===== config.mk =====
export PLATFORM = sky130hd
export DESIGN_NAME = alu_arbiter
export DESIGN_NICKNAME = d
export VERILOG_FILES = /design/src/rtl/alu_arbiter.sv
export SDC_FILE = /design/constraint.sdc
export NUM_CORES = 1
export LEC_CHECK = 0
export BUFFER_PORTS_ARGS = -buffer_cell sky130_fd_sc_hd__clkbuf_2
export CAP_MARGIN = 40
export CORE_AREA = 2 2 127 129
export CTS_BUF_LIST = sky130_fd_sc_hd__clkbuf_4 sky130_fd_sc_hd__clkbuf_8 sky130_fd_sc_hd__clkbuf_16
export CTS_CLUSTER_SIZE = 40
export DETAILED_ROUTE_END_ITERATION = 16
export DIE_AREA = 0 0 129 131
export GPL_TIMING_DRIVEN = 0
export HOLD_SLACK_MARGIN = 0.03
export PLACE_DENSITY_LB_ADDON = 0.15
export SYNTH_ARGS = -nofsm -noshare
export SYNTH_HDL_FRONTEND = slang
export SYNTH_SLANG_ARGS = --single-unit

===== constraint.sdc =====
create_clock -name clk -period 2.7 [get_ports clk]
set_input_delay 0.54 -clock clk [delete_from_list [all_inputs] [get_ports clk]]
set_output_delay 0.54 -clock clk [all_outputs]
set_load 0.05 [all_outputs]

===== src/rtl/alu_arbiter.sv =====
// alu_arbiter
//
// Purpose:
//   Shares one external, single-cycle-latency ALU between two requesters.
//   Each requester may have at most one operation in flight plus one
//   buffered result.  Conflicts are resolved round-robin by default.
//   Results are steered back to the issuing requester using a
//   one-cycle in-flight tag.
//
// Configuration:
//   ALU_ARB_FIXED_PRIO_EN  When defined, requester 0 wins every conflict
//                          and the round-robin pointer is removed.
//
// Parameters:
//   XLEN          operand/result width (only 32 is supported)
//
// Ports:
//   clk           sole clock, rising edge
//   rst           synchronous active-high reset
//   reqN_valid    requester N presents an operation (N = 0,1)
//   reqN_ready    requester N's operation is accepted this cycle
//   reqN_funct3   requester N operation select
//   reqN_funct7   requester N operation modifier
//   reqN_opd1/2   requester N operands
//   rspN_valid    result for requester N is held in its response slot
//   rspN_ready    requester N consumes its result this cycle
//   rspN_rslt     result for requester N
//   alu_funct3/7  fields driven to the shared ALU
//   alu_opd1/2    operands driven to the shared ALU
//   alu_rslt      ALU result, valid one cycle after its operands
module alu_arbiter #(
  parameter int XLEN = 32
) (
  input  logic            clk,
  input  logic            rst,

  input  logic            req0_valid,
  output logic            req0_ready,
  input  logic [2:0]      req0_funct3,
  input  logic [6:0]      req0_funct7,
  input  logic [XLEN-1:0] req0_opd1,
  input  logic [XLEN-1:0] req0_opd2,
  output logic            rsp0_valid,
  input  logic            rsp0_ready,
  output logic [XLEN-1:0] rsp0_rslt,

  input  logic            req1_valid,
  output logic            req1_ready,
  input  logic [2:0]      req1_funct3,
  input  logic [6:0]      req1_funct7,
  input  logic [XLEN-1:0] req1_opd1,
  input  logic [XLEN-1:0] req1_opd2,
  output logic            rsp1_valid,
  input  logic            rsp1_ready,
  output logic [XLEN-1:0] rsp1_rslt,

  output logic [2:0]      alu_funct3,
  output logic [6:0]      alu_funct7,
  output logic [XLEN-1:0] alu_opd1,
  output logic [XLEN-1:0] alu_opd2,
  input  logic [XLEN-1:0] alu_rslt
);

  logic inflight0;
  logic inflight1;
  logic elig0;
  logic elig1;
  logic grant0;
  logic grant1;

`ifndef ALU_ARB_FIXED_PRIO_EN
  // Round-robin pointer: names the requester that wins the next conflict.
  logic prio;
`endif

  // A requester is eligible only when nothing of its own is in flight and
  // its response slot is free or being emptied this cycle, so a result
  // arriving next cycle always has somewhere to land.  Reset masks all
  // eligibility so no request is accepted while rst is high.
  always_comb begin
    elig0 = req0_valid && !inflight0 && (!rsp0_valid || rsp0_ready) && !rst;
    elig1 = req1_valid && !inflight1 && (!rsp1_valid || rsp1_ready) && !rst;
`ifdef ALU_ARB_FIXED_PRIO_EN
    grant0 = elig0;
    grant1 = elig1 && !elig0;
`else
    grant0 = elig0 && (!elig1 || !prio);
    grant1 = elig1 && (!elig0 || prio);
`endif
  end

  assign req0_ready = grant0;
  assign req1_ready = grant1;

  // Requester 0's fields are the default path to the ALU; its result is
  // simply dropped when no in-flight tag is set the following cycle.
  always_comb begin
    if (grant1) begin
      alu_funct3 = req1_funct3;
      alu_funct7 = req1_funct7;
      alu_opd1   = req1_opd1;
      alu_opd2   = req1_opd2;
    end else begin
      alu_funct3 = req0_funct3;
      alu_funct7 = req0_funct7;
      alu_opd1   = req0_opd1;
      alu_opd2   = req0_opd2;
    end
  end

  // In-flight tags last exactly one cycle, matching the ALU latency.  A
  // capture takes precedence over a consume on the same edge so the slot
  // stays valid with the fresh result.
  always_ff @(posedge clk) begin
    if (rst) begin
      inflight0  <= 1'b0;
      inflight1  <= 1'b0;
      rsp0_valid <= 1'b0;
      rsp1_valid <= 1'b0;
      rsp0_rslt  <= '0;
      rsp1_rslt  <= '0;
    end else begin
      inflight0 <= grant0;
      inflight1 <= grant1;

      if (inflight0) begin
        rsp0_rslt  <= alu_rslt;
        rsp0_valid <= 1'b1;
      end else if (rsp0_valid && rsp0_ready) begin
        rsp0_valid <= 1'b0;
      end

      if (inflight1) begin
        rsp1_rslt  <= alu_rslt;
        rsp1_valid <= 1'b1;
      end else if (rsp1_valid && rsp1_ready) begin
        rsp1_valid <= 1'b0;
      end
    end
  end

`ifndef ALU_ARB_FIXED_PRIO_EN
  // After a grant the other requester gets priority; otherwise hold.
  always_ff @(posedge clk) begin
    if (rst) begin
      prio <= 1'b0;
    end else if (grant0) begin
      prio <= 1'b1;
    end else if (grant1) begin
      prio <= 1'b0;
    end
  end
`endif

endmodule


==> results of run 1 <==
==> layout make-up <==
class	count	area share
Timing Repair Buffer	340	0.3858
Multi-Input combinational cell	214	0.2991
Clock inverter	4	0.007007
Clock buffer	12	0.03743
Sequential cell	69	0.2038
Buffer	21	0.02526
Antenna cell	5	0.001844
Tap cell	216	0.03983
==> cells by family after synthesis <==
kind of cell | Yosys count | share of synthesized area
flops | 69 | 0.3927
simple gates | 69 | 0.08182
compound gates | 7 | 0.01494
buf+inv | 23 | 0.03913
mux | 138 | 0.4714
==> cells in the final DEF (no fill, tap or decap) <==
cell type	instances
clkbuf_2	253
dfxtp_1	68
buf_8	65
mux2i_1	64
nor2_1	64
mux2_4	51
mux2_2	23
clkbuf_16	17
clkbuf_1	12
buf_4	8
buf_12	7
diode_2	5
clkbuf_8	5
a21oi_1	2
buf_1	2
o21ba_2	2
clkinv_2	2
clkbuf_4	2
nor2b_1	1
nor4b_4	1
nor2b_4	1
or4b_4	1
o21a_4	1
buf_6	1
o21a_1	1
nand2b_1	1
a22oi_1	1
clkinvlp_4	1
bufinv_16	1
buf_16	1
dfxtp_2	1
==> cells in the mapped netlist <==
| library cell | n | area, um2 |
|---|---|---|
| a21oi_1 | 2 | 10.01 |
| a22oi_1 | 1 | 7.510 |
| buf_1 | 2 | 7.510 |
| buf_2 | 2 | 10.01 |
| buf_4 | 1 | 7.510 |
| buf_6 | 6 | 67.56 |
| clkbuf_1 | 12 | 45.04 |
| dfxtp_1 | 69 | 1381 |
| mux2_2 | 25 | 281.5 |
| mux2_4 | 49 | 735.7 |
| mux2i_1 | 64 | 640.6 |
| nand2b_1 | 1 | 6.260 |
| nor2_1 | 64 | 240.2 |
| nor2b_1 | 2 | 12.51 |
| nor4b_2 | 1 | 15.01 |
| o21a_1 | 2 | 15.01 |
| o21ba_2 | 2 | 20.02 |
| or4b_4 | 1 | 13.76 |
==> worst paths after layout <==
check / from / to / slack [ns]
worst min register to register: rsp1_rslt[27] / rsp1_rslt[27] / 0.50
worst max register to register: inflight1 / rsp1_rslt[8] / 0.89
worst min-delay path: alu_rslt[19] / rsp0_rslt[19] / 0.47
worst max-delay path: rsp0_valid / alu_opd1[23] / -0.18
==> worst max-delay path, stage by stage (launching register included) <==
cell and delay, ns:
dfxtp_2 0.32, nor2b_4 0.12, or4b_4 0.54, o21a_4 0.23, buf_12 0.15, buf_12 0.15
mux2_4 0.32, clkbuf_16 0.18
==> power breakdown <==
group          switching (uW)  internal, uW
logic                     848           644
clock network             415           757
registers                29.3          1070
==> registers in the layout, summed over array words and instances (netlist names) <==
register,flops
rsp1_rslt,32
rsp0_valid,1
rsp1_valid,1
inflight0,1
inflight1,1
prio,1
rsp0_rslt,32
==> metrics by stage <==
stage / utilization / setup WS [ns] / TNS (ns) / area (um2)
finish: 0.4350 / -0.1850 / -9.708 / 6785
global route: 0.4350 / -0.2212 / -12.83 / 6785
CTS: 0.4235 / -0.1930 / -11.23 / 6605
detailed placement: 0.3477 / -0.2610 / -15.39 / 5424
global placement: 0.3477 / -0.2580 / -14.45 / 5424
floorplan: - / 0.06758 / 0 / 3517
==> per-layer routing <==
layer  track usage  vias to the layer above  wire length, um
met4       0.08760                        0              499
met2        0.2885                      191             7509
met3       0.05741                       26             1289
li1              -                     1763                -
met1        0.1790                     1670             5725
met5             0                        -                0
==> repair_timing <==
action                                  in CTS  in global routing
cloned                                       1                  2
setup buffers                                7                  3
pin swaps                                    2                  0
resized for setup                          172                 74
endpoints found under the setup margin      75                 74
==> flow_metrics.py, run 1 <==
metrics = {
    "run_status": {
        "status": "finished, violations left",
        "violations": "negative setup slack",
    },
    "pwr": {
        "p_per_area_mw_per_mm2": 555.3,
        "peakVddDrop_mv": 0.2748,
        "total_power_uw": 3768,
        "p_leak_uw": 0.003327,
    },
    "final_layout": {
        "regArea_mm2": 0.001383,
        "multi_input_area_mm2": 0.002029,
        "syn_to_final_growth_pct": 92.92,
        "fin_nets": 841,
        "drive_gt1_frac": 0.6727,
        "instances_no_fill": 881,
        "nFillCells": 1502,
    },
    "synthesis": {
        "synth_cell_types": 18,
        "ys_seq_area_frac": 0.3927,
        "ys.warnings.count": 0,
        "ys_seq_elements": 69,
        "synth_cells": 306,
        "synth.avg_cell_area_um2": 11.49,
        "syn_area_mm2": 0.003517,
        "synth_nets": 492,
    },
    "setup_path": {
        "crit_fanout": 10,
        "end_kind": "output port",
        "crit_path_start_kind": "flip-flop",
        "worst_ep_required_time_ns": 2.16,
        "cp.arrival_ns": 2.34,
        "r2r_cells": 4,
        "criticalPathCategory": "reg -> out",
    },
    "die": {
        "core_area_mm2": 0.01560,
        "row_count": 46,
        "dieHeight_um": 131,
        "dieArea_mm2": 0.01690,
        "start_util": 0.2255,
        "die_w_um": 129,
        "ios": 328,
    },
    "placed_design": {
        "io_buffers": 327,
        "dp.cells": 849,
        "place.gp.congestion": 0.8673,
        "place_hpwl_mm": 11.99,
    },
    "sta": {
        "finClkSkew_ns": 0.005297,
        "setup_viol": 74,
        "min_period_over_period": 1.069,
        "hold_violations": 0,
        "slew_headroom": 0.4553,
        "whs_ns": 0.4684,
        "slew_viol_final": 0,
        "max_freq_mhz": 346.6,
        "rsz0062_at_grt": "yes",
        "tightest_slew_ns": 0.8170,
        "fin_ws_ns": -0.1850,
        "post-route-min-period_ns": 2.885,
    },
    "cts": {
        "hold_buffers": 0,
        "cts_buffers": 9,
        "clkSinkCount": 69,
        "ctsHtreeMaxLevel": 3,
        "cts-root-buf": "clkbuf_16",
        "cts_tree": "built",
        "clk_path_buf_depth": 2,
        "clk_pin_slew_ns": 0.06,
        "clock_latency_ns": 0.32,
    },
    "grt": {
        "grt_pass1_wl_mm": 20.97,
        "overflow": 0,
        "grt_pass1_vias": 3812,
        "grtUsageTotal": 0.1660,
        "grt_max_degree": 12,
        "antenna_found_initial": 5,
    },
    "detailed_routing": {
        "firstDrtPassIters": 4,
        "viasPerCell": 4.143,
        "wl_per_cell_um": 17.05,
        "drtIter0Drc": 50,
        "drc": 0,
        "drt-total-wl_mm": 15.03,
        "ant_nets": 0,
        "num_vias": 3650,
    },
    "hold_path": {
        "hold_depth": 3,
        "hold_path.class": "in -> reg",
    },
    "run": {
        "drv_cap": 0,
    },
}
(Power assumes the default switching activity.)
==> run 2: changes to the inputs <==
--- a/config.mk
+++ b/config.mk
@@ -5,6 +5,7 @@
 export SDC_FILE = /design/constraint.sdc
 export NUM_CORES = 1
 export LEC_CHECK = 0
+export ABC_AREA = 1
 export BUFFER_PORTS_ARGS = -buffer_cell sky130_fd_sc_hd__clkbuf_2
 export CAP_MARGIN = 40
 export CORE_AREA = 2 2 127 129
==> flow_metrics.py, run 2 <==
metrics = {
    "run_status": {
        "status": "finished clean",
    },
    "placed_design": {
        "place.gp.congestion": 0.8753,
        "placed_area_mm2": 0.005522,
        "place_hpwl_mm": 14.27,
        "io_buffers": 327,
    },
    "cts": {
        "cts-root-buf": "clkbuf_16",
        "clk_path_buf_depth": 2,
        "cts_tree": "built",
        "hold_buffers": 0,
        "cts_buffers": 9,
        "clkSinkCount": 69,
        "ctsHtreeMaxLevel": 3,
        "clk_pin_slew_ns": 0.06,
        "clock_latency_ns": 0.33,
    },
    "setup_path": {
        "r2r_cells": 5,
        "worst_ep_required_time_ns": 2.16,
        "end_kind": "output port",
        "cp.arrival_ns": 2.02,
        "crit_fanout": 10,
        "criticalPathCategory": "reg -> out",
        "crit_path_start_kind": "flip-flop",
    },
    "synthesis": {
        "yosysMostFrequentCell": "nand3_1",
        "synth.top_cell.area_share": 0.3821,
        "ys_seq_area_frac": 0.3821,
        "synth_edf_count": 0,
        "synth_ff_type": "dfxtp_1",
        "syn_area_mm2": 0.003615,
        "ys.warnings.count": 0,
        "synth.largest_area_cell": "dfxtp_1",
        "async_flop_share": 0,
        "synth_nets": 751,
        "ys_seq_elements": 69,
        "synth_cell_types": 19,
        "synth_top_cells_by_area": "dfxtp_1, nand3_1, nor2_1",
        "synth_cells": 565,
        "synth.avg_cell_area_um2": 6.398,
        "synthTopCellsByCount": "nand3_1, nor2_1, nand2_1",
    },
    "pwr": {
        "p_comb_frac": 0.407,
        "switchingPower_uw": 1660,
        "p_per_area_mw_per_mm2": 657.9,
        "clockPowerShare": 0.290,
        "seqPwrFrac": 0.302,
        "sw_frac_of_total": 0.4338,
        "p_leak_uw": 0.003346,
        "internal-power_uw": 2166,
        "peakVddDrop_mv": 0.2826,
    },
    "detailed_routing": {
        "met1_length_mm": 7.422,
        "num_vias": 4971,
        "ant_nets": 0,
        "firstDrtPassIters": 5,
        "wl_met2_mm": 8.772,
        "wl_per_cell_um": 15.70,
        "drc": 0,
        "viasPerCell": 4.419,
        "drtIter0Drc": 298,
        "drt-total-wl_mm": 17.66,
        "top_layer": "met4",
        "wl_met3_mm": 1.340,
    },
    "final_layout": {
        "multi_input_area_mm2": 0.001931,
        "regArea_mm2": 0.001384,
        "syn_to_final_growth_pct": 60.89,
        "final_cell_mix": "clkbuf_2, nand3_1, nor2_1",
        "fin_nets": 1089,
        "final_cell_area_mm2": 0.005816,
        "final_common_cell": "clkbuf_2",
        "top_regs": "rsp0_rslt x32, rsp1_rslt x32",
        "drive_gt1_frac": 0.4141,
        "nFillCells": 1782,
    },
    "grt": {
        "grt_max_degree": 12,
        "antenna_found_initial": 1,
        "grtUsageTotal": 0.1955,
        "grt_pass1_wl_mm": 25.14,
        "grt_pass1_vias": 4487,
        "overflow": 0,
    },
    "die": {
        "ios": 328,
        "start_util": 0.2318,
        "core_area_mm2": 0.01560,
        "row_count": 46,
        "dieArea_mm2": 0.01690,
        "die_w_um": 129,
        "dieHeight_um": 131,
    },
    "sta": {
        "max_freq_mhz": 390.1,
        "finClkSkew_ns": 0.006080,
        "hold_violations": 0,
        "slew_headroom": 0.6286,
        "tns_ns": 0,
        "rsz0062_at_grt": "no",
        "tightest_slew_ns": 0.5571,
        "post-route-min-period_ns": 2.563,
        "min_period_over_period": 0.9493,
        "slew_viol_final": 0,
        "setup_viol": 0,
    },
    "hold_path": {
        "hold_depth": 3,
        "hold_path.class": "in -> reg",
    },
    "run": {
        "drv_cap": 0,
    },
}
## run 2: logic make-up (layout without fill, tap and decap cells)
kind of cell	count (synthesis)	count (layout)	share of synthesized area
AND/OR/NAND/NOR	369	369	0.4406
buffers and inverters	60	403	0.08376
other	0	1	0
AO/OA/AOI/OAI	67	67	0.09346
flip-flops	69	69	0.3821
## run 2: repair_timing
action	CTS	global route
buffers inserted	0	0
setup endpoints to repair	5	51
resized for setup	3	4
pin swaps	0	0
## run 2: area by class of cell
cell class	count	area share
Tap cell	216	0.04647
Clock buffer	12	0.04475
Timing Repair Buffer	327	0.2818
Clock inverter	4	0.003873
Antenna cell	1	0.0004303
Buffer	51	0.04690
Sequential cell	69	0.2380
Inverter	9	0.005809
Multi-Input combinational cell	436	0.3320
## run 2: final timing paths
check                                      to     startpoint  slack (ns)
worst min register to register  rsp1_rslt[14]  rsp1_rslt[14]        0.48
worst max register to register           prio      inflight1        1.20
worst min-delay path            rsp0_rslt[17]   alu_rslt[17]        0.45
worst max-delay path             alu_opd2[10]      inflight1        0.14
## run 2: power groups by stage
stage          logic (uW)  clock network (uW)  registers, uW
3_3_place_gp         1560                   0           1180
3_5_place_dp         1560                   0           1180
5_1_grt              1670                1210           1170
2_1_floorplan         798                   0           1470
6_report             1560                1110           1160
4_1_cts              1570                1140           1160
## run 2: metrics by stage
stage               std cells  setup WS, ns  total power (uW)  hold slack [ns]  utilization
finish                   1125        0.1369              3826           0.4509       0.3729
global route             1125      0.004526              4041           0.4537       0.3729
CTS                      1124      0.007067              3868           0.4432       0.3724
detailed placement       1108        0.1166              2739           0.4753       0.3540
global placement         1108       0.08964              2742           0.4659       0.3540
floorplan                 565        0.4156              2267           0.5641            -
## run 2: per-layer routing
metal / global-route usage / vias to the layer above
met4: 0.03772 / 0
met5: 0 / -
li1: - / 2554
met1: 0.2573 / 2184
met3: 0.05497 / 7
met2: 0.3228 / 226
## run 2: worst max-delay path, cell delays in order (launching register included)
cell and delay [ns]:
dfxtp_2 0.36, nor2_1 0.17, nand2_1 0.07, nor2_1 0.14, buf_4 0.22, buf_4 0.20
nand3_1 0.09, nand2_1 0.14, clkbuf_2 0.31
